--- src/rtl/upc_tag_transmitter.sv ---
// upc_tag_transmitter: serial sender for the product-tag link.
// Ports: clk/reset (async high); start, upc[2:0]={U,P,C}, mark in;
//        tx (idles high), busy, done pulse, frame_cnt[7:0] out.
module upc_tag_transmitter #(
    parameter int CLKS_PER_BIT = 4
) (
    input  logic       clk,
    input  logic       reset,
    input  logic       start,
    input  logic [2:0] upc,
    input  logic       mark,
    output logic       tx,
    output logic       busy,
    output logic       done,
    output logic [7:0] frame_cnt
);

    // Bit-period counter is at least one bit wide so N=1 still works.
    localparam int CW = (CLKS_PER_BIT > 1) ? $clog2(CLKS_PER_BIT) : 1;
    localparam logic [CW-1:0] LAST = CW'(CLKS_PER_BIT - 1);

    typedef enum logic [2:0] {
        S_IDLE,
        S_START,
        S_DATA,
        S_PARITY,
        S_STOP
    } state_t;

    state_t          r_state, w_state_nxt;
    logic [CW-1:0]   r_cnt,   w_cnt_nxt;
    logic [1:0]      r_idx,   w_idx_nxt;
    logic [3:0]      r_sr,    w_sr_nxt;
    logic            r_par,   w_par_nxt;
    logic            r_tx,    w_tx_nxt;
    logic            r_busy,  w_busy_nxt;
    logic            r_done,  w_done_nxt;
    logic [7:0]      r_fcnt,  w_fcnt_nxt;
    logic            w_wrap;

    assign w_wrap = (r_cnt == LAST);

    always_ff @(posedge clk or posedge reset) begin
        if (reset) begin
            r_state <= S_IDLE;
            r_cnt   <= '0;
            r_idx   <= '0;
            r_sr    <= '0;
            r_par   <= 1'b0;
            r_tx    <= 1'b1;
            r_busy  <= 1'b0;
            r_done  <= 1'b0;
            r_fcnt  <= '0;
        end else begin
            r_state <= w_state_nxt;
            r_cnt   <= w_cnt_nxt;
            r_idx   <= w_idx_nxt;
            r_sr    <= w_sr_nxt;
            r_par   <= w_par_nxt;
            r_tx    <= w_tx_nxt;
            r_busy  <= w_busy_nxt;
            r_done  <= w_done_nxt;
            r_fcnt  <= w_fcnt_nxt;
        end
    end

    // Next-state and next-output logic. Each output is computed one
    // edge ahead so the line changes exactly on the bit boundary.
    always_comb begin
        w_state_nxt = r_state;
        w_cnt_nxt   = r_cnt;
        w_idx_nxt   = r_idx;
        w_sr_nxt    = r_sr;
        w_par_nxt   = r_par;
        w_tx_nxt    = r_tx;
        w_busy_nxt  = r_busy;
        w_done_nxt  = 1'b0;
        w_fcnt_nxt  = r_fcnt;

        unique case (r_state)
            S_IDLE: begin
                w_cnt_nxt = '0;
                w_tx_nxt  = 1'b1;
                if (start) begin
                    w_state_nxt = S_START;
                    w_sr_nxt    = {upc, mark};
                    w_par_nxt   = ^{upc, mark};
                    w_idx_nxt   = '0;
                    w_tx_nxt    = 1'b0;
                    w_busy_nxt  = 1'b1;
                end
            end
            S_START: begin
                if (w_wrap) begin
                    w_cnt_nxt   = '0;
                    w_state_nxt = S_DATA;
                    w_tx_nxt    = r_sr[3];
                    w_sr_nxt    = {r_sr[2:0], 1'b0};
                end else begin
                    w_cnt_nxt = r_cnt + CW'(1);
                end
            end
            S_DATA: begin
                if (w_wrap) begin
                    w_cnt_nxt = '0;
                    if (r_idx == 2'd3) begin
                        w_state_nxt = S_PARITY;
                        w_tx_nxt    = r_par;
                        w_idx_nxt   = '0;
                    end else begin
                        w_idx_nxt = r_idx + 2'd1;
                        w_tx_nxt  = r_sr[3];
                        w_sr_nxt  = {r_sr[2:0], 1'b0};
                    end
                end else begin
                    w_cnt_nxt = r_cnt + CW'(1);
                end
            end
            S_PARITY: begin
                if (w_wrap) begin
                    w_cnt_nxt   = '0;
                    w_state_nxt = S_STOP;
                    w_tx_nxt    = 1'b1;
                end else begin
                    w_cnt_nxt = r_cnt + CW'(1);
                end
            end
            S_STOP: begin
                if (w_wrap) begin
                    w_cnt_nxt   = '0;
                    w_state_nxt = S_IDLE;
                    w_tx_nxt    = 1'b1;
                    w_busy_nxt  = 1'b0;
                    w_done_nxt  = 1'b1;
                    w_fcnt_nxt  = r_fcnt + 8'd1;
                end else begin
                    w_cnt_nxt = r_cnt + CW'(1);
                end
            end
            default: begin
                w_state_nxt = S_IDLE;
                w_cnt_nxt   = '0;
                w_tx_nxt    = 1'b1;
                w_busy_nxt  = 1'b0;
            end
        endcase
    end

    assign tx        = r_tx;
    assign busy      = r_busy;
    assign done      = r_done;
    assign frame_cnt = r_fcnt;

endmodule

--- config.mk ---
export PLATFORM = sky130hd
export DESIGN_NAME = upc_tag_transmitter
export DESIGN_NICKNAME = d
export VERILOG_FILES = /design/src/rtl/upc_tag_transmitter.sv
export SDC_FILE = /design/constraint.sdc
export NUM_CORES = 1
export LEC_CHECK = 0
export CORE_MARGIN = 3
export CORE_UTILIZATION = 35
export CTS_BUF_LIST = sky130_fd_sc_hd__clkbuf_8
export CTS_CLUSTER_DIAMETER = 120
export DETAILED_ROUTE_END_ITERATION = 8
export PLACE_DENSITY_LB_ADDON = 0.15
export SYNTH_ARGS = -nofsm -noshare
export SYNTH_HDL_FRONTEND = slang
export SYNTH_SLANG_ARGS = --single-unit
--- constraint.sdc ---
create_clock -name clk -period 2.78 [get_ports clk]
set_input_delay 0.556 -clock clk [delete_from_list [all_inputs] [get_ports clk]]
set_output_delay 0.556 -clock clk [all_outputs]
set_load 0.02 [all_outputs]
# --- After elaboration in Yosys (flattened, before gate mapping) ---
# Cells that the tools add are included.
classes:
  add_sub_neg: 3
  eq_ne: 14
  n_mux: 29
  bitwise: 1
  reduce_logical: 14
ops:
  columns: ["operator", "n"]
  rows:
  - ["$mux 3", 6]
  - ["$mux 4", 4]
  - ["$pmux 3 s5", 1]
  - ["$ne 2x2->1 const B", 7]
  - ["$pmux 4 s3", 1]
  - ["$mux 2", 5]
  - ["$mux 1", 9]
  - ["$reduce_and 3->1", 3]
  - ["$add 8x1->8 const B", 1]
  - ["$eq 3x2->1 const B", 2]
  - ["$reduce_and 6->1", 1]
  - ["$reduce_and 5->1", 1]
  - ["$add 2x1->2 const B", 2]
  - ["$eq 2x2->1 const B", 2]
  - ["$pmux 1 s4", 1]
  - ["$pmux 2 s2", 1]
  - ["$reduce_and 2->1", 2]
  - ["$reduce_or 4->1", 1]
  - ["$reduce_xor 4->1", 1]
  - ["$eq 3x1->1 const B", 1]
  - ["$eq 3x3->1 const B", 1]
  - ["$logic_not 3->1", 1]
  - ["$pmux 1 s3", 1]
  - ["$reduce_bool 3->1", 1]
  - ["5 further kinds", 5]
totals:
  regBits: 23
  in_bits: 7
  output_inout_bits: 11
  elab_cells: 70

# --- Longest topological paths before layout ---
logic_depth:
  ltp_word: 4
  ltp_mapped: 7
  ltp_nobuf: 5

# --- Least setup slack after synthesis ---
# Ideal clock, no wire load.
synth_path:
  kind: "in2reg"
  start: "input port start"
  end: "register r_sr[0]"
  setup_time_ns: 0.125
  t_arrival_ns: 1.567
  required_ns: 2.655
  slack_ns: 1.089
  path_stages: 3
  path_buffers: 0
  cell_sequence: "or3b_2 a31oi_4 mux2_2"
synth_between:
  elab_chain_len: 2
synth_rtl:
  columns: ["element", "line", "text"]
  rows:
  - ["from (decl)", "9", "input logic start,"]
  - ["$ne 2x2->1 (no line)", null, null]
  - ["$reduce_and 5->1 (no line)", null, null]
  - ["to (signal assigned)", "58", "r_sr <= w_sr_nxt;"]
  - ["to (decl)", "33", "logic [3:0] r_sr, w_sr_nxt;"]
# No other way between the ends.
# A chain may end at the register's enable or synchronous reset.

# --- Worst setup path after layout ---
layout_path:
  start: "input port start"
  end: "register r_sr[2]"
# Same word-level chain as after synthesis.

==> results.cfg <==
[outcome]
status = finished, final reports clean

[clocking]
clk_latency_ns = 0.26
holdBufCountCts = 0
cts-root-buf = clkbuf_8
numClockSinks = 23
h-tree-depth = 1
ctsResizeCount = 0
clk_pin_slew_ns = 0.08
cts_buffers = 3
cts_tree = built
post_cts_buffers = 0
clockBufferDepth = 2

[routing]
avgRoutedWirePerCell_um = 12.6
viasPerCell = 4.86
route.detailed.drc = 0
ant_nets = 0
initialDrtViolationCount = 38
postRouteWirelength_um = 2120
drt_pre_antenna_iters = 2
via_count = 821

[timing]
fin_crit_sh = 0.725
finalHoldViolations = 0
drv_slew = 0
fin_setup_tns_ns = 0
whs_ns = 0.441
setup_violations = 0
timing.final.crit_period_ns = 2.01
tightest_slew_ns = 0.609
rsz0062_at_grt = no
slew_headroom = 0.594
clock.fmax_ghz = 0.496
skew_ns = 0.00149

[global_route]
grt_max_degree = 17
grt_usage = 0.119
grt_antenna_before_repair = 0
grt_first_pass_wirelength_um = 3820
grt_pass1_vias = 844
grt.overflow.total = 0

[placed_design]
gp_congestion = 0.761
port_buffers = 17
post-dp-hpwl_um = 1600
placed_cell_area_sq_um = 1380

[critical_path]
critical_path_required_ns = 2.94
critical_path_class = in -> reg
cp.arrival_ns = 2.17
crit_path_max_incr_delay_ns = 0.51
crit_slowest_cell = clkdlybuf4s50_1
path_max_fanout = 4
path_cells = clkdlybuf4s50_1, or3b_2, a31oi_4, mux2_2
end_kind = register
crit_path_start_kind = primary input

[cells_and_area]
drive_above_1_share = 0.184
nFillCells = 305
ff_latch_area_sq_um = 577
post-route-cell-area_sq_um = 1420
final_net_count = 136
mostFrequentLayoutCells = dfrtp_1 (22), clkdlybuf4s50_1 (17), nand2_1 (13)
antennaDiodeCount = 0
final_common_cell = dfrtp_1
area.growth.synth_to_final_pct = 20.1
multi_input_area_sq_um = 551
final_core_util = 0.454

[floorplanning]
initial_core_util = 0.378
rows = 20
die_y_um = 64.2
die-area_sq_um = 4120
die_w_um = 64.2
core_area_sq_um = 3130
ios = 18

[logic_synthesis]
ys_types = 31
ys_warn_count = 0
synth_seq_area_share = 0.487
yosys-top-cells-area = dfrtp_1 (47%), mux2_2 (8.6%), xnor2_1 (5.2%)
synth_top_flop_cell = dfrtp_1
syn_nets = 118
yosysTopAreaCell = dfrtp_1
yosysTopAreaCellShare = 0.465
synth_edf_count = 0
async_flop_share = 1.00
synthCells = 108
synth.avg_cell_area_sq_um = 11.0
synth_area_sq_um = 1180
ys_seq_elements = 23

[flow_run]
maxCapViolCount = 0

[power]
p_leak_nw = 0.595
power.density_nw_per_um2 = 841
vdd_drop_max_v = 0.000290

[hold_path]
hold_path.class = reg -> reg
-- metrics by stage --
| stage | cells | setup WS, ns | power (mW) |
|---|---|---|---|
| after CTS | 169 | 0.779 | 1.22 |
| after floorplan | 108 | 1.09 | 0.899 |
| after detailed placement | 165 | 0.486 | 1.00 |
| final | 169 | 0.766 | 1.20 |
| after global placement | 165 | 0.517 | 0.982 |
| after global routing | 169 | 0.713 | 1.29 |
-- per-layer routing --
layer	wire, um	GRT usage	part of all wire
met1	1040	0.150	0.49
met3	51	0.0264	0.024
met4	46	0.0633	0.022
met5	0	0	0
met2	988	0.188	0.47
-- registers in the layout, summed over array words and instances, names as in the netlist --
register / cells
r_state: 3
tx: 1
frame_cnt: 8
r_par: 1
r_sr: 4
r_idx: 2
r_cnt: 2
done: 1
busy: 1
-- synthesized netlist by cell type (all sizes together), types with 3 or more instances --
cell	instances
dfrtp	22
nand2	14
mux2	9
nor2	7
xnor2	7
o21ai	6
xor2	5
buf	4
inv	4
nand3	4
ha	3
nor2b	3
nor3	3
-- path summary, 6_finish.rpt --
check | to | cells past startpoint | slack (ns) | startpoint
min in group asynchronous | frame_cnt[0] | 2 | 0.66 | reset
setup reg to reg | r_sr[2] | 5 | 0.87 | r_cnt[0]
hold reg to reg | r_cnt[0] | 1 | 0.44 | r_cnt[0]
hold / removal | r_cnt[0] | 1 | 0.44 | r_cnt[0]
max in group asynchronous | r_state[1] | 3 | 1.57 | reset
setup / recovery | r_sr[2] | 4 | 0.77 | start
-- power by group --
group | internal (mW) | total, mW | switching (mW) | leakage [nW]
clock | 0.100 | 0.208 | 0.108 | 0.0255
combinational | 0.239 | 0.445 | 0.206 | 0.277
sequential | 0.435 | 0.542 | 0.107 | 0.292
-- final cells by class --
cell class / instances / share of cell area
clock buffer: 3 / 0.0290
sequential: 23 / 0.406
tap: 44 / 0.0387
timing repair buffer: 18 / 0.125
clock inverter: 1 / 0.00352
multi-input combinational: 76 / 0.387
inverter: 4 / 0.0106
-- logic make-up (layout without fill, tap and decap cells) --
logic type	after synthesis	count (layout)	synth area share
AOI/OAI and AO/OA	15	15	0.0930
xor gates and xnor gates	12	12	0.0888
adders and majority gates	3	3	0.0317
buffers and inverters	9	26	0.0476
DFF	23	23	0.487
muxes	9	9	0.0856
and+or+nand+nor	37	37	0.166
-- critical path: cells and delay by family --
kind | cells | cell delay, ns
muxes | 1 | 0.36
AOI/OAI and AO/OA | 1 | 0.25
and+or+nand+nor | 1 | 0.50
buffers and inverters | 1 | 0.51
Note: power is estimated with default switching activity, not from simulation.
